`src/rtl/rv_iopmp_cfg_sequencer_if.sv`:
```
// Command stream and register-interface bus between the IOPMP config sequencer and its environment.
// The master modport is the sequencer side; the slave modport is the command source / register responder side.
interface rv_iopmp_cfg_sequencer_if #(
    parameter int ADDR_WIDTH = 32,
    parameter int DATA_WIDTH = 32
);
    logic                  cmd_valid_i;
    logic                  cmd_ready_o;
    logic [1:0]            cmd_op_i;
    logic [ADDR_WIDTH-1:0] cmd_addr_i;
    logic [DATA_WIDTH-1:0] cmd_data_i;
    logic [DATA_WIDTH-1:0] cmd_mask_i;

    logic                  reg_valid_o;
    logic                  reg_write_o;
    logic [ADDR_WIDTH-1:0] reg_addr_o;
    logic [DATA_WIDTH-1:0] reg_wdata_o;
    logic [3:0]            reg_wstrb_o;
    logic                  reg_ready_i;
    logic [DATA_WIDTH-1:0] reg_rdata_i;
    logic                  reg_error_i;

    modport master (
        input  cmd_valid_i, cmd_op_i, cmd_addr_i, cmd_data_i, cmd_mask_i,
        input  reg_ready_i, reg_rdata_i, reg_error_i,
        output cmd_ready_o,
        output reg_valid_o, reg_write_o, reg_addr_o, reg_wdata_o, reg_wstrb_o
    );

    modport slave (
        output cmd_valid_i, cmd_op_i, cmd_addr_i, cmd_data_i, cmd_mask_i,
        output reg_ready_i, reg_rdata_i, reg_error_i,
        input  cmd_ready_o,
        input  reg_valid_o, reg_write_o, reg_addr_o, reg_wdata_o, reg_wstrb_o
    );
endinterface

```
`src/rtl/rv_iopmp_cfg_sequencer.sv`:
```
// Replays WRITE/POLL/END commands as register-bus transactions; optional write readback under RV_IOPMP_CFG_SEQ_READBACK_EN.
// Latency: WRITE 2 cycles (4 with readback), POLL 2 per attempt; a request waits on reg_ready_i up to TIMEOUT_CYCLES.
module rv_iopmp_cfg_sequencer #(
    parameter int ADDR_WIDTH     = 32,
    parameter int DATA_WIDTH     = 32,
    parameter int POLL_LIMIT     = 16,
    parameter int TIMEOUT_CYCLES = 256
) (
    input  logic                        clk_i,
    input  logic                        rst_i,
    input  logic                        start_i,
    rv_iopmp_cfg_sequencer_if.master    bus,
    output logic                        busy_o,
    output logic                        done_o,
    output logic                        error_o,
    output logic [2:0]                  err_code_o,
    output logic [15:0]                 err_idx_o
);
`ifdef RV_IOPMP_CFG_SEQ_READBACK_EN
    localparam bit READBACK = 1'b1;
`else
    localparam bit READBACK = 1'b0;
`endif

    localparam logic [1:0] OP_WRITE = 2'd0;
    localparam logic [1:0] OP_POLL  = 2'd1;
    localparam logic [1:0] OP_END   = 2'd2;

    localparam logic [2:0] ERR_BUS      = 3'd1;
    localparam logic [2:0] ERR_POLL     = 3'd2;
    localparam logic [2:0] ERR_TIMEOUT  = 3'd3;
    localparam logic [2:0] ERR_OP       = 3'd4;
    localparam logic [2:0] ERR_READBACK = 3'd5;

    typedef enum logic [2:0] {IDLE, FETCH, ACCESS, CHECK, DONE, ERROR} state_t;

    state_t                state_q, state_d;
    logic [ADDR_WIDTH-1:0] addr_q;
    logic [DATA_WIDTH-1:0] data_q, mask_q, rdata_q;
    logic                  wr_q, rb_q;
    logic [31:0]           attempts_q, tcnt_q;
    logic [15:0]           idx_q;
    logic                  done_q, error_q;
    logic [2:0]            err_code_q;
    logic [15:0]           err_idx_q;

    logic                  fail, advance, finish;
    logic [2:0]            fail_code;
    logic                  match, retry, timeout;

    assign match   = ((rdata_q ^ data_q) & mask_q) == '0;
    assign retry   = attempts_q < 32'(POLL_LIMIT);
    assign timeout = tcnt_q == 32'(TIMEOUT_CYCLES - 1);

    always_ff @(posedge clk_i) begin
        if (rst_i) state_q <= IDLE;
        else       state_q <= state_d;
    end

    always_comb begin
        state_d         = state_q;
        fail            = 1'b0;
        fail_code       = 3'd0;
        advance         = 1'b0;
        finish          = 1'b0;
        bus.cmd_ready_o = 1'b0;
        bus.reg_valid_o = 1'b0;
        bus.reg_write_o = 1'b0;
        bus.reg_addr_o  = '0;
        bus.reg_wdata_o = '0;
        bus.reg_wstrb_o = 4'h0;
        busy_o          = 1'b0;
        case (state_q)
            IDLE, DONE, ERROR: begin
                if (start_i) state_d = FETCH;
            end
            FETCH: begin
                busy_o          = 1'b1;
                bus.cmd_ready_o = 1'b1;
                if (bus.cmd_valid_i) begin
                    case (bus.cmd_op_i)
                        OP_WRITE, OP_POLL: state_d = ACCESS;
                        OP_END: begin
                            state_d = DONE;
                            finish  = 1'b1;
                        end
                        default: begin
                            state_d   = ERROR;
                            fail      = 1'b1;
                            fail_code = ERR_OP;
                        end
                    endcase
                end
            end
            ACCESS: begin
                busy_o          = 1'b1;
                bus.reg_valid_o = 1'b1;
                bus.reg_write_o = wr_q;
                bus.reg_addr_o  = addr_q;
                bus.reg_wdata_o = wr_q ? data_q : '0;
                bus.reg_wstrb_o = wr_q ? 4'hF : 4'h0;
                if (bus.reg_ready_i) begin
                    if (bus.reg_error_i) begin
                        state_d   = ERROR;
                        fail      = 1'b1;
                        fail_code = ERR_BUS;
                    end else if (wr_q) begin
                        // With readback the same ACCESS state reissues as a read of the written address.
                        state_d = READBACK ? ACCESS : FETCH;
                        advance = !READBACK;
                    end else begin
                        state_d = CHECK;
                    end
                end else if (timeout) begin
                    state_d   = ERROR;
                    fail      = 1'b1;
                    fail_code = ERR_TIMEOUT;
                end
            end
            CHECK: begin
                busy_o = 1'b1;
                if (match) begin
                    state_d = FETCH;
                    advance = 1'b1;
                end else if (rb_q) begin
                    state_d   = ERROR;
                    fail      = 1'b1;
                    fail_code = ERR_READBACK;
                end else if (retry) begin
                    state_d = ACCESS;
                end else begin
                    state_d   = ERROR;
                    fail      = 1'b1;
                    fail_code = ERR_POLL;
                end
            end
            default: state_d = IDLE;
        endcase
    end

    always_ff @(posedge clk_i) begin
        if (rst_i) begin
            addr_q     <= '0;
            data_q     <= '0;
            mask_q     <= '0;
            rdata_q    <= '0;
            wr_q       <= 1'b0;
            rb_q       <= 1'b0;
            attempts_q <= '0;
            tcnt_q     <= '0;
            idx_q      <= '0;
            done_q     <= 1'b0;
            error_q    <= 1'b0;
            err_code_q <= '0;
            err_idx_q  <= '0;
        end else begin
            case (state_q)
                IDLE, DONE, ERROR: begin
                    if (start_i) begin
                        done_q     <= 1'b0;
                        error_q    <= 1'b0;
                        err_code_q <= '0;
                        err_idx_q  <= '0;
                        idx_q      <= '0;
                    end
                end
                FETCH: begin
                    if (bus.cmd_valid_i) begin
                        addr_q     <= bus.cmd_addr_i;
                        data_q     <= bus.cmd_data_i;
                        mask_q     <= bus.cmd_mask_i;
                        wr_q       <= bus.cmd_op_i == OP_WRITE;
                        rb_q       <= 1'b0;
                        attempts_q <= 32'd1;
                        tcnt_q     <= '0;
                    end
                end
                ACCESS: begin
                    if (bus.reg_ready_i) begin
                        tcnt_q <= '0;
                        if (!bus.reg_error_i && wr_q && READBACK) begin
                            wr_q   <= 1'b0;
                            rb_q   <= 1'b1;
                            mask_q <= '1;
                        end
                        if (!wr_q) rdata_q <= bus.reg_rdata_i;
                    end else begin
                        tcnt_q <= tcnt_q + 32'd1;
                    end
                end
                CHECK: begin
                    if (!match && !rb_q && retry) attempts_q <= attempts_q + 32'd1;
                end
                default: ;
            endcase
            if (advance) idx_q <= idx_q + 16'd1;
            if (finish)  done_q <= 1'b1;
            if (fail) begin
                error_q    <= 1'b1;
                err_code_q <= fail_code;
                err_idx_q  <= idx_q;
            end
        end
    end

    assign done_o     = done_q;
    assign error_o    = error_q;
    assign err_code_o = err_code_q;
    assign err_idx_o  = err_idx_q;
endmodule

```
`src/flat_wrapper.sv`:
```
// flat-port wrapper written by rule: the top's interface ports become plain ports
module rv_iopmp_cfg_sequencer_flat 
#(
    parameter int ADDR_WIDTH     = 32,
    parameter int DATA_WIDTH     = 32,
    parameter int POLL_LIMIT     = 16,
    parameter int TIMEOUT_CYCLES = 256
)
  (clk_i, rst_i, start_i, busy_o, done_o, error_o, err_code_o, err_idx_o, bus_cmd_valid_i, bus_cmd_op_i, bus_cmd_addr_i, bus_cmd_data_i, bus_cmd_mask_i, bus_reg_ready_i, bus_reg_rdata_i, bus_reg_error_i, bus_cmd_ready_o, bus_reg_valid_o, bus_reg_write_o, bus_reg_addr_o, bus_reg_wdata_o, bus_reg_wstrb_o);
  rv_iopmp_cfg_sequencer_if #(.ADDR_WIDTH(ADDR_WIDTH), .DATA_WIDTH(DATA_WIDTH)) bus_i ();
  input  logic clk_i;
  input  logic rst_i;
  input  logic start_i;
  output logic busy_o;
  output logic done_o;
  output logic error_o;
  output logic [2:0] err_code_o;
  output logic [15:0] err_idx_o;
  input wire logic [$bits(bus_i.cmd_valid_i)-1:0] bus_cmd_valid_i;
  input wire logic [$bits(bus_i.cmd_op_i)-1:0] bus_cmd_op_i;
  input wire logic [$bits(bus_i.cmd_addr_i)-1:0] bus_cmd_addr_i;
  input wire logic [$bits(bus_i.cmd_data_i)-1:0] bus_cmd_data_i;
  input wire logic [$bits(bus_i.cmd_mask_i)-1:0] bus_cmd_mask_i;
  input wire logic [$bits(bus_i.reg_ready_i)-1:0] bus_reg_ready_i;
  input wire logic [$bits(bus_i.reg_rdata_i)-1:0] bus_reg_rdata_i;
  input wire logic [$bits(bus_i.reg_error_i)-1:0] bus_reg_error_i;
  output wire logic [$bits(bus_i.cmd_ready_o)-1:0] bus_cmd_ready_o;
  output wire logic [$bits(bus_i.reg_valid_o)-1:0] bus_reg_valid_o;
  output wire logic [$bits(bus_i.reg_write_o)-1:0] bus_reg_write_o;
  output wire logic [$bits(bus_i.reg_addr_o)-1:0] bus_reg_addr_o;
  output wire logic [$bits(bus_i.reg_wdata_o)-1:0] bus_reg_wdata_o;
  output wire logic [$bits(bus_i.reg_wstrb_o)-1:0] bus_reg_wstrb_o;
  assign bus_i.cmd_valid_i = bus_cmd_valid_i;
  assign bus_i.cmd_op_i = bus_cmd_op_i;
  assign bus_i.cmd_addr_i = bus_cmd_addr_i;
  assign bus_i.cmd_data_i = bus_cmd_data_i;
  assign bus_i.cmd_mask_i = bus_cmd_mask_i;
  assign bus_i.reg_ready_i = bus_reg_ready_i;
  assign bus_i.reg_rdata_i = bus_reg_rdata_i;
  assign bus_i.reg_error_i = bus_reg_error_i;
  assign bus_cmd_ready_o = bus_i.cmd_ready_o;
  assign bus_reg_valid_o = bus_i.reg_valid_o;
  assign bus_reg_write_o = bus_i.reg_write_o;
  assign bus_reg_addr_o = bus_i.reg_addr_o;
  assign bus_reg_wdata_o = bus_i.reg_wdata_o;
  assign bus_reg_wstrb_o = bus_i.reg_wstrb_o;
  rv_iopmp_cfg_sequencer #(.ADDR_WIDTH(ADDR_WIDTH), .DATA_WIDTH(DATA_WIDTH), .POLL_LIMIT(POLL_LIMIT), .TIMEOUT_CYCLES(TIMEOUT_CYCLES)) u_core (.clk_i(clk_i), .rst_i(rst_i), .start_i(start_i), .bus(bus_i), .busy_o(busy_o), .done_o(done_o), .error_o(error_o), .err_code_o(err_code_o), .err_idx_o(err_idx_o));
endmodule
```
`config.mk`:
```
export PLATFORM = sky130hd
export DESIGN_NAME = rv_iopmp_cfg_sequencer_flat
export DESIGN_NICKNAME = d
export VERILOG_FILES = /design/src/rtl/rv_iopmp_cfg_sequencer_if.sv /design/src/rtl/rv_iopmp_cfg_sequencer.sv /design/src/flat_wrapper.sv
export SDC_FILE = /design/constraint.sdc
export NUM_CORES = 1
export LEC_CHECK = 0
export BUFFER_PORTS_ARGS = -buffer_cell sky130_fd_sc_hd__clkbuf_2
export CAP_MARGIN = 15
export CORE_UTILIZATION = 54
export DETAILED_ROUTE_END_ITERATION = 8
export PLACE_DENSITY = 0.8
export SYNTH_ARGS = -nofsm -noshare
export SYNTH_HDL_FRONTEND = slang
export SYNTH_SLANG_ARGS = --single-unit
```
`constraint.sdc`:
```
create_clock -name clk_i -period 2.63 [get_ports clk_i]
set_input_delay 0 -clock clk_i [delete_from_list [all_inputs] [get_ports clk_i]]
set_output_delay 0 -clock clk_i [all_outputs]
set_load 0.05 [all_outputs]
```
==> impl_metrics.toml <==
[run_status]
status = "finished with violations"
violations = "design-rule violations"

[clocking]
cts_tree = "built"
clockRootBuffer = "clkbuf_16"
clk_path_buf_depth = 3
numCtsBuffers = 24
cts.sinks = 233
clk_pin_slew_ns = 0.06
insertion_delay_ns = 0.53
cts_max_level = 1

[drt]
ant_nets = 0
vias_per_cell = 5.884
routed_wl_um = 33010
firstDrtPassIters = 8
drt_iter0_drc = 1115
wl_per_cell_um = 17.79
num_vias = 10910
drc = 6

[logic_synthesis]
synthXorXnorAreaFrac = 0.03726
synth_top_family_by_area = "simple AND/OR/NAND/NOR gates"
synth-simple-area-share = 0.2952
synth_ff_type = "dfxtp_1"
synth_fa_ha_area_frac = 0.003714
synth_top_area_share = 0.4615
syn_avg_cell_area_um2 = 7.811
yosys_warnings = 0
synth_edf_count = 0
synthMuxAreaShare = 0.002971
synth_compound_area_frac = 0.1559
syn_area_um2 = 10110
synth.most_common_cell = "nand2_1"
synth_common_cells = "327 x nand2_1, 233 x dfxtp_1, 181 x a21oi_1, 99 x and3_1, 85 x clkbuf_1"
syn_nets = 1433
ys_seq_area_frac = 0.4615
yosysUniqueCellTypes = 60
synthCells = 1294
synth-seq-cells = 233
async_flop_share = 0
ys_top_cells_by_area = "dfxtp_1 46%, nand2_1 12%, a21oi_1 9.0%, and3_1 6.1%, xor2_1 3.5%"
synth.largest_area_cell = "dfxtp_1"

[global_route]
grt.overflow.total = 0
track_usage = 0.3321
antenna_found_initial = 2
grt_pass1_vias = 10460
grt_first_pass_wirelength_um = 52410
grt_max_degree = 165

[placed_design]
dp_hpwl_um = 17910
io_buffers = 228
pre_cts_ws_ns = 0.1703
gp_congestion = 0.8644
dp.cells = 1673

[hold_path]
min_path_type = "primary input to register"

[finish]
num-fill-cells = 1162
drive_gt1_frac = 0.1970
fin_util = 0.7573
seq_area_um2 = 4664
layout.nets = 1745
multiInputGateArea_um2 = 5021
area_growth_syn_to_layout_pct = 35.97
fin_cells = 1855

[sta]
setup_viol = 0
setup_slack_ns = 0.05807
worstMarginPinSlew_ns = 1.081
period_share = 0.9779
slew_viol_final = 0
fin_tns_setup_ns = 0
hold_viol_final = 0
fmax_mhz = 388.8
fin_worst_skew_ns = 0.01769
max-slew-margin-rel = 0.2796
fin_crit_ns = 2.572
rsz0062_at_grt = "false"

[setup_path]
cp-startpoint = "u_core.data_q[1]$_SDFFE_PP0P_"
worstSetupStartpointType = "register"
rr_endpoint = "u_core.idx_q[4]$_SDFFE_PP0P_"
worst-setup-path-type = "register to register"
arrival_ns = 2.98
crit_end = "u_core.idx_q[4]$_SDFFE_PP0P_"
r2r_cells = 7
critPathCaptureType = "register"
r2r-start = "u_core.data_q[1]$_SDFFE_PP0P_"
timing.reg2reg.setup_slack_ns = 0.06
cp_max_fo = 20
crit_required_ns = 3.04

[floorplan]
core_um2 = 18150
die_w_um = 138.8
dieArea_um2 = 19270
initial_core_util = 0.5569
io-pin-count = 229
die_h_um = 138.8
placementRows = 49

[power_and_ir_drop]
power_density_nw_per_um2 = 614.3
finalPower_mw = 8.443
p_leak_nw = 5.904
vdd_ir_drop_max_mv = 0.4427

[flow_run]
maxCapViolCount = 0
==> area by class of cell <==
class	instances	share of cell area
tap	229	0.02085
timing repair buffer	384	0.2095
clock buffer	32	0.04880
clock inverter	12	0.01247
antenna	2	0.0003642
inverter	12	0.003277
multi-input combinational	951	0.3653
sequential	233	0.3394
==> layout by cell type (no fill, tap or decap), types with 3 or more instances in the layout <==
cell / Yosys / layout
and3_1: 99 / 99
dfxtp_1: 233 / 233
nand2_1: 327 / 326
clkinv_2: 0 / 7
o21ai_0: 27 / 27
nand4b_1: 5 / 5
dlygate4sd3_1: 0 / 136
nand2b_1: 4 / 4
buf_12: 0 / 15
buf_4: 5 / 18
a311oi_1: 5 / 5
nand3_1: 29 / 29
and2_1: 9 / 8
clkbuf_1: 85 / 4
and4_1: 3 / 3
clkbuf_2: 0 / 214
a221o_1: 4 / 4
bufinv_16: 0 / 4
a31oi_1: 9 / 9
o31ai_1: 3 / 3
a22oi_1: 19 / 19
or2_2: 20 / 20
nor4_1: 17 / 17
a21oi_1: 181 / 181
ha_1: 3 / 3
clkbuf_8: 0 / 4
mux2i_1: 3 / 3
nor3_1: 11 / 11
inv_1: 12 / 12
or4_1: 4 / 4
nor2_1: 62 / 62
nand4_1: 20 / 20
nor2b_1: 4 / 4
or3_1: 3 / 3
clkbuf_16: 0 / 24
xnor2_1: 3 / 3
xor2_1: 40 / 40
==> flip-flops by register name, summed over array words and instances, names as in the netlist, 3 cells and up <==
name,cells
u_core.idx_q,16
u_core.tcnt_q,32
u_core.err_code_o,3
u_core.data_q,32
u_core.err_idx_o,16
u_core.mask_q,32
u_core.attempts_q,32
u_core.rdata_q,32
u_core.addr_q,32
u_core.state_q,3
==> through the flow <==
step | hold slack (ns) | area (um^2)
finish | 0.2548 | 13740
global route | 0.2657 | 13740
CTS | 0.2359 | 13730
detailed placement | 0.2281 | 11530
global placement | 0.2223 | 11530
floorplan | 0.1360 | 10110
==> worst min path at each step <==
stage / startpoint / endpoint / depth (start not counted)
6_report: bus_cmd_addr_i[18] / u_core.addr_q[18]$_SDFFE_PP0P_ / 4
3_5_place_dp: bus_cmd_data_i[20] / u_core.data_q[20]$_SDFFE_PP0P_ / 3
4_1_cts: bus_reg_rdata_i[27] / u_core.rdata_q[27]$_SDFFE_PP0P_ / 4
2_1_floorplan: bus_cmd_addr_i[0] / u_core.addr_q[0]$_SDFFE_PP0P_ / 2
3_3_place_gp: bus_cmd_mask_i[12] / u_core.mask_q[12]$_SDFFE_PP0P_ / 3
5_1_grt: bus_cmd_addr_i[18] / u_core.addr_q[18]$_SDFFE_PP0P_ / 4
==> metal layers <==
layer	vias up	wire length [um]	part of all wire	GRT usage
met3	154	2609	0.079	0.06354
li1	5068	-	-	-
met1	5076	12990	0.39	0.3998
met4	0	1879	0.057	0.1842
met2	616	15530	0.47	0.5595
met5	-	0	0	0
==> cell families after synthesis <==
| group | Yosys count |
|---|---|
| mux | 3 |
| buf+inv | 110 |
| xor+xnor | 43 |
| flops | 233 |
| simple gates | 628 |
| fa+ha+maj | 3 |
| compound gates | 274 |
==> worst max-delay path, cell delays in order (launching register included) <==
cell,delay (ns)
dfxtp_1,0.34
xor2_1,0.22
a22oi_1,0.33
nand4_1,0.28
nor4_4,0.37
a22oi_4,0.25
and3_1,0.30
a221o_1,0.36
==> what timing repair did <==
| item | 4_1_cts | 5_1_grt |
|---|---|---|
| setup endpoints to repair | 0 | 1 |
| setup buffers | 0 | 0 |
| resized for setup | 0 | 1 |
| hold endpoints to repair | 157 | 0 |
| hold buffers | 136 | 0 |
==> power breakdown <==
group          total [mW]  switching [mW]  internal [mW]
sequential           3.74          0.0924           3.65
combinational        1.08           0.670          0.412
clock                3.62            1.43           2.19
total                8.44            2.19           6.25
Note: power is estimated with default switching activity, not from simulation.
